## src/rtl/fixdiv_seq.sv

```systemverilog
// Sequential signed fixed-point divider: restoring shift-subtract on magnitudes,
// round-half-up (ties toward +inf) and saturation to the programmed output format.
module fixdiv_seq #(
  parameter int unsigned DW = 36,
  parameter int unsigned DF = 27,
  parameter int unsigned VW = 15,
  parameter int unsigned VF = 11,
  parameter int unsigned QW = 36,
  parameter int unsigned QF = 27
) (
  input  logic          clk,
  input  logic          reset,
  input  logic          in_valid,
  output logic          in_ready,
  input  logic [DW-1:0] dividend,
  input  logic [VW-1:0] divisor,
  output logic          out_valid,
  output logic [QW-1:0] quotient,
  output logic          ovf,
  output logic          dz,
  output logic          busy
);

  localparam int          S  = int'(QF) - int'(DF) + int'(VF);
  localparam int unsigned SU = (S < 0) ? 0 : S;
  localparam int unsigned NI = DW + SU + 1;
  localparam int unsigned CW = $clog2(NI);
  localparam int unsigned MW = ((NI > QW) ? NI : QW) + 1;

  localparam logic [MW-1:0] LIM  = {{(MW-QW){1'b0}}, 1'b1, {(QW-1){1'b0}}};
  localparam logic [QW-1:0] QMIN = {1'b1, {(QW-1){1'b0}}};
  localparam logic [QW-1:0] QMAX = {1'b0, {(QW-1){1'b1}}};

  if (S < 0) begin : g_bad_format
    $error("fixdiv_seq: QF-DF+VF must be >= 0");
  end

  typedef enum logic [1:0] {st_idle, st_prep, st_iter, st_round} state_t;

  state_t        state_q;
  logic [DW-1:0] dvd_q;
  logic [VW-1:0] dvs_q;
  logic [NI-1:0] num_q;
  logic [VW-1:0] dmag_q;
  logic [VW-1:0] rem_q;
  logic [CW-1:0] cnt_q;
  logic          sign_q;
  logic          dneg_q;
  logic          dz_q;

  logic [DW-1:0] dvd_abs;
  logic [VW-1:0] dvs_abs;
  logic [VW:0]   rem_sh;
  logic          ge;
  logic [VW-1:0] diff;
  logic          rnd_inc;
  logic [NI-1:0] mag;
  logic [MW-1:0] magx;
  logic [QW-1:0] res;
  logic          res_ovf;

  assign in_ready = (state_q == st_idle);
  assign busy     = (state_q != st_idle);

  // Two's-complement negate in the native width gives the correct unsigned
  // magnitude even for the most-negative input.
  assign dvd_abs = dvd_q[DW-1] ? -dvd_q : dvd_q;
  assign dvs_abs = dvs_q[VW-1] ? -dvs_q : dvs_q;

  // Remainder stays below the divisor, so the difference fits in VW bits.
  assign rem_sh = {rem_q, num_q[NI-1]};
  assign ge     = (rem_sh >= {1'b0, dmag_q});
  assign diff   = rem_sh[VW-1:0] - dmag_q;

  always_comb begin
    rnd_inc = sign_q ? (num_q[0] & (|rem_q)) : num_q[0];
    mag     = {1'b0, num_q[NI-1:1]} + NI'(rnd_inc);
    magx    = MW'(mag);
    res     = '0;
    res_ovf = 1'b0;
    if (dz_q) begin
      res = dneg_q ? QMIN : QMAX;
    end else if (sign_q) begin
      if (magx > LIM) begin
        res     = QMIN;
        res_ovf = 1'b1;
      end else begin
        res = -magx[QW-1:0];
      end
    end else begin
      if (magx >= LIM) begin
        res     = QMAX;
        res_ovf = 1'b1;
      end else begin
        res = magx[QW-1:0];
      end
    end
  end

  always_ff @(posedge clk) begin
    if (reset) begin
      state_q   <= st_idle;
      out_valid <= 1'b0;
      quotient  <= '0;
      ovf       <= 1'b0;
      dz        <= 1'b0;
      cnt_q     <= '0;
    end else begin
      out_valid <= 1'b0;
      case (state_q)
        st_idle: begin
          if (in_valid) begin
            dvd_q   <= dividend;
            dvs_q   <= divisor;
            state_q <= st_prep;
          end
        end
        st_prep: begin
          sign_q  <= dvd_q[DW-1] ^ dvs_q[VW-1];
          dneg_q  <= dvd_q[DW-1];
          dz_q    <= (dvs_q == '0);
          num_q   <= {dvd_abs, {(SU+1){1'b0}}};
          dmag_q  <= dvs_abs;
          rem_q   <= '0;
          cnt_q   <= '0;
          state_q <= st_iter;
        end
        st_iter: begin
          // Quotient bits shift in at the bottom as numerator bits leave the top.
          num_q <= {num_q[NI-2:0], ge};
          rem_q <= ge ? diff : rem_sh[VW-1:0];
          cnt_q <= cnt_q + CW'(1);
          if (cnt_q == CW'(NI-1)) begin
            state_q <= st_round;
          end
        end
        st_round: begin
          quotient  <= res;
          ovf       <= res_ovf;
          dz        <= dz_q;
          out_valid <= 1'b1;
          state_q   <= st_idle;
        end
        default: state_q <= st_idle;
      endcase
    end
  end

endmodule
```

## config.mk

```make
export PLATFORM = sky130hd
export DESIGN_NAME = fixdiv_seq
export DESIGN_NICKNAME = d
export VERILOG_FILES = /design/src/rtl/fixdiv_seq.sv
export SDC_FILE = /design/constraint.sdc
export NUM_CORES = 1
export LEC_CHECK = 0
export BUFFER_PORTS_ARGS = -buffer_cell sky130_fd_sc_hd__buf_2
export CAP_MARGIN = 20
export CORE_ASPECT_RATIO = 1.5
export CORE_MARGIN = 2
export CORE_UTILIZATION = 30
export CTS_BUF_LIST = sky130_fd_sc_hd__clkbuf_16
export CTS_CLUSTER_DIAMETER = 100
export CTS_CLUSTER_SIZE = 8
export DETAILED_ROUTE_END_ITERATION = 8
export SLEW_MARGIN = 25
export SYNTH_ARGS = -nofsm -noshare
export SYNTH_HDL_FRONTEND = slang
export SYNTH_SLANG_ARGS = --single-unit
```

## constraint.sdc

```tcl
create_clock -name clk -period 10.65 [get_ports clk]
set_input_delay 2.13 -clock clk [delete_from_list [all_inputs] [get_ports clk]]
set_output_delay 2.13 -clock clk [all_outputs]
set_load 0.03 [all_outputs]
```

# Word level (Yosys, flattened, before mapping)
# Index checks and enable logic that the tools add are counted.
# totals
ff_bits	179
latch_bits	0
mem_bits_rw	0
mem_bits_ro	0
input_bits	54
wordCells	62
mem_count	0
# classes
addsub	6
multipliers	0
div	0
order_cmp	3
n_eq_ne	6
shifts	0
muxes	20
bitwise_logic	3
reduce_logical	9
# ops
operator	count
two-way mux 36 bit	6
case mux 48 bit (2 select lines)	1
negator 36 bit	2
adder 47 x 1 -> 48 bit	1
greater-or-equal comparator 48 x 36 -> 1 bit, second input constant	1
greater-than comparator 48 x 36 -> 1 bit, second input constant	1
case mux 15 bit (2 select lines)	1
greater-or-equal comparator 16 x 15 -> 1 bit	1
logical NOT 15 bit	1
two-way mux 15 bit	1
negator 15 bit	1
OR reduction 15 bit	1
subtractor 15 bit	1
two-way mux 14 bit	1
case mux 6 bit (2 select lines)	1
case mux 2 bit (4 select lines)	1
adder 6 x 1 -> 6 bit, second input constant	1
equality test 6 bit, second input constant	1
two-way mux 1 bit	6
AND reduction 2 bit	3
equality test 2 bit, second input constant	2
two-way mux 2 bit	2
inequality test 2 bit, second input constant	2
nonzero test 2 bit	2
6 further kinds	6

# Depth between registers and ports, before layout
# depth
ltp_word	8
ltp_mapped	18

# Least setup slack after synthesis
# Ideal clock, no wire load.
# synth_path
path_kind	input-to-reg
from	in reset
to	reg num_q[0], enable pin
arrival_ns	5.118
path_slack_ns	5.041
path_stages	2
n_path_buf	1
path_cell_list	clkbuf_1 -> nor2b_1
# synth_via
elab_chain_cells	2
# synth_rtl
element	line_no	rtl
start: declaration	12	input logic reset,
NOT 1 bit (no source line)	--	
AND reduction 2 bit (no source line)	--	
end signal: assignment	122	num_q <= {dvd_abs, {(SU+1){1'b0}}};
end signal: assignment	130	num_q <= {num_q[NI-2:0], ge};
end: declaration	43	logic [NI-1:0] num_q;
# Every way passes these cells.
# A chain may end at the register's enable or synchronous reset.

# Worst setup path in the final report
# layout_path
from	reg sign_q
to	reg quotient[32]
# layout_via
elab_chain_cells	6
elab_cells_between_ends	9
classes_between	2 x add/sub; 2 x order compare; 5 x mux
# layout_rtl
element	line_no	rtl
start: declaration	47	logic sign_q;
start signal: assignment	119	sign_q <= dvd_q[DW-1] ^ dvs_q[VW-1];
two-way mux 1 bit	76	rnd_inc = sign_q ? (num_q[0] & (|rem_q)) : num_q[0];
adder 47 x 1 -> 48 bit	77	mag = {1'b0, num_q[NI-1:1]} + NI'(rnd_inc);
greater-or-equal comparator 48 x 36 -> 1 bit, or another cell as far along	91	if (magx >= LIM) begin
two-way mux 36 bit, on equally long branches	91, 84	
two-way mux 36 bit *	83	end else if (sign_q) begin
two-way mux 36 bit *	81	if (dz_q) begin
end signal: assignment	138	quotient <= res;
end: declaration	18	output logic [QW-1:0] quotient,
# Every way passes the cells marked *; elsewhere a longest branch is shown, timed or not.

==> flow_summary.yaml <==
critical_path:
  crit_required_ns: 11.04
  worst-setup-path-type: "reg2reg"
  crit_path_start_kind: "flip-flop"
  end_kind: "flip-flop"
  crit_fanout: 62
  cp_data_arrival_time_ns: 6.02
final_layout:
  drive_above_1_share_pct: 13.04
  fin_util_pct: 34.37
  area_growth_pct: 12.89
  antenna_cells: 0
  finalNetCount: 1286
  nFillCells: 3719
timing:
  tns_ns: 0
  tightestPinTransition_ns: 1.014
  period_share_pct: 52.83
  finalHoldViolCount: 0
  drv_slew: 0
  fin_crit_ns: 5.626
  rsz0062_at_grt: "no"
  finalWorstSetupSlack_ns: 5.024
  max_freq_ghz: 0.1777
  relSlewSlack_pct: 32.09
  skew_ns: 0.01013
  setup_viol: 0
floorplan:
  dieArea_mm2: 0.03795
  fp.dieH_um: 237.6
  initial_core_util_pct: 30.45
  coreArea_mm2: 0.03584
  rows: 85
  die_x_um: 159.7
  num_io_pins: 95
routing:
  via_per_inst: 5.123
  antenna_left: 0
  wl_per_cell_um: 15.78
  drt_wl_total_um: 26770
  firstDrtPassIters: 5
  dr_total_vias: 8693
  drc: 0
  drtIter0Drc: 530
logic_synthesis:
  avgSynthCellArea_um2: 9.473
  synthFlopType: "edfxtp_1"
  synth_seq_area_share_pct: 44.94
  syn-num-nets: 1232
  syn_area_mm2: 0.01091
  synth-seq-cells: 179
  synth.yosys.warnings: 0
  synth_edf_count: 132
  synth_cell_type_count: 72
  async_reset_ff_share_pct: 0
  synthCells: 1152
global_route:
  grtUsageTotal_pct: 14.36
  grt_max_degree: 88
  grt_pass1_vias: 8387
  antenna_found_initial: 0
  overflow: 0
  grt_pass1_wl_um: 44130
clock_network:
  clkSinkCount: 179
  post_cts_buffers: 0
  clk_latency_ns: 0.45
  cts_max_level: 4
  cts_buffers: 17
  postCtsHoldBufs: 0
  cts.clk_slew.worst_paths_ns: 0.07
  cts_tree: "built"
  cts_resized: 0
  clockBufferDepth: 2
  cts_root_buf: "clkbuf_16"
job:
  max_cap_viol_count: 0
power_and_ir_drop:
  irDropWorstVdd_mv: 0.1184
  leakagePower_nw: 4.324
  power_density_mw_per_mm2: 215.8
outcome:
  outcome: "finished, final reports clean"
min_path:
  worstHoldPathType: "reg2reg"
place:
  dpl.hpwl_um: 20620
  place.gp.congestion: 0.8922
  port_buffers: 94
  place_ws_ns: 5.032
-- logic make-up after synthesis --
family                     synth area share, %
AOI/OAI and AO/OA                        15.91
xor gates and xnor gates                 9.631
adders and majority gates                3.050
buffers and inverters                    4.196
DFF                                      44.94
muxes                                    1.846
and+or+nand+nor                          20.42
-- through the flow --
stage               hold slack [ns]  total power, mW  cell area [µm²]  instances
detailed placement           0.4321            2.055            11740       1665
global placement             0.4326            2.040            11740       1665
floorplan                    0.4244            1.818            10910       1152
global route                 0.4599            2.837            12320       1697
finish                       0.4410            2.658            12320       1697
CTS                          0.4434            2.677            12320       1697
-- registers in the layout (all words and copies together) (netlist names) --
signal,cells
cnt_q,6
dmag_q,15
dneg_q,1
dvd_q,36
dvs_q,15
dz,1
dz_q,1
num_q,48
out_valid,1
ovf,1
quotient,36
rem_q,15
sign_q,1
state_q,2
-- cell usage in the layout, fill, tap and decap left out, types with 39 or more instances in the layout --
| cell | instances |
|---|---|
| a21oi_1 | 47 |
| buf_2 | 94 |
| dfxtp_1 | 47 |
| edfxtp_1 | 132 |
| inv_1 | 39 |
| nand2_1 | 129 |
| nor2_1 | 77 |
| o21ai_0 | 85 |
| xnor2_1 | 58 |
| xor2_1 | 62 |
-- layer usage --
metal | global-route usage [%] | vias up | wire length (µm)
li1 | - | 4369 | -
met1 | 17.60 | 4055 | 11780
met2 | 24.56 | 217 | 13190
met3 | 2.391 | 52 | 933
met4 | 6.777 | 0 | 868
met5 | 0 | - | 0
-- worst paths after layout --
check        startpoint      endpoint  slack (ns)  cells after the start
max              sign_q  quotient[32]        5.02                     14
min                 ovf           ovf        0.44                      2
max reg2reg      sign_q  quotient[32]        5.02                     14
min reg2reg         ovf           ovf        0.44                      2
-- area by class of cell --
type	count	area [µm²]	share of cell area, %
clock buffers	17	425.4	3.453
clock inverters	15	150.1	1.219
inverters	40	150.1	1.219
multi-input cells	867	5568	45.20
flip-flops and latches	179	4905	39.81
well taps	478	598.1	4.855
repair buffers	101	523.0	4.245
-- worst max-delay path, cell delays in order (launching register included) --
cell	delay, ns
edfxtp_1	0.36
buf_4	0.31
nor4b_1	0.23
a41oi_1	0.18
ha_1	0.28
ha_1	0.37
nand4_1	0.54
nor4_1	0.66
xor2_1	0.18
nor3_2	0.25
o2111ai_2	0.31
or3_1	0.57
o31ai_4	0.85
and2_1	0.32
a221o_1	0.17
-- power breakdown --
group | internal (mW) | total (mW) | switching [mW]
Combinational | 0.337 | 0.911 | 0.574
Sequential | 0.961 | 1.13 | 0.169
Clock | 0.329 | 0.617 | 0.288
-- synthesized netlist by cell type (all sizes together), types with 4 or more instances --
library cell / count / area (µm²)
a211o: 4 / 35.03
a211oi: 12 / 90.09
a21boi: 5 / 37.54
a21o: 5 / 37.54
a21oi: 47 / 235.2
a221o: 12 / 120.1
a22oi: 6 / 45.04
a311oi: 6 / 52.55
a31oi: 12 / 75.07
and2: 15 / 93.84
and3: 9 / 56.30
and4: 5 / 43.79
buf: 26 / 157.7
clkbuf: 40 / 150.1
dfxtp: 47 / 940.9
edfxtp: 132 / 3964
ha: 25 / 312.8
inv: 39 / 146.4
mux2i: 19 / 190.2
nand2: 129 / 484.2
nand2b: 9 / 56.30
nand3: 36 / 202.7
nand4: 26 / 162.7
nor2: 78 / 292.8
nor2b: 8 / 50.05
nor3: 37 / 190.2
nor4: 31 / 212.7
o211ai: 9 / 77.57
o21a: 7 / 52.55
o21ai: 90 / 450.4
o22ai: 6 / 37.54
o31ai: 16 / 133.9
o41ai: 6 / 52.55
or2: 9 / 56.30
or3: 20 / 125.1
or4: 15 / 112.6
xnor2: 58 / 508.0
xor2: 62 / 543.0
(Power assumes the default switching activity.)
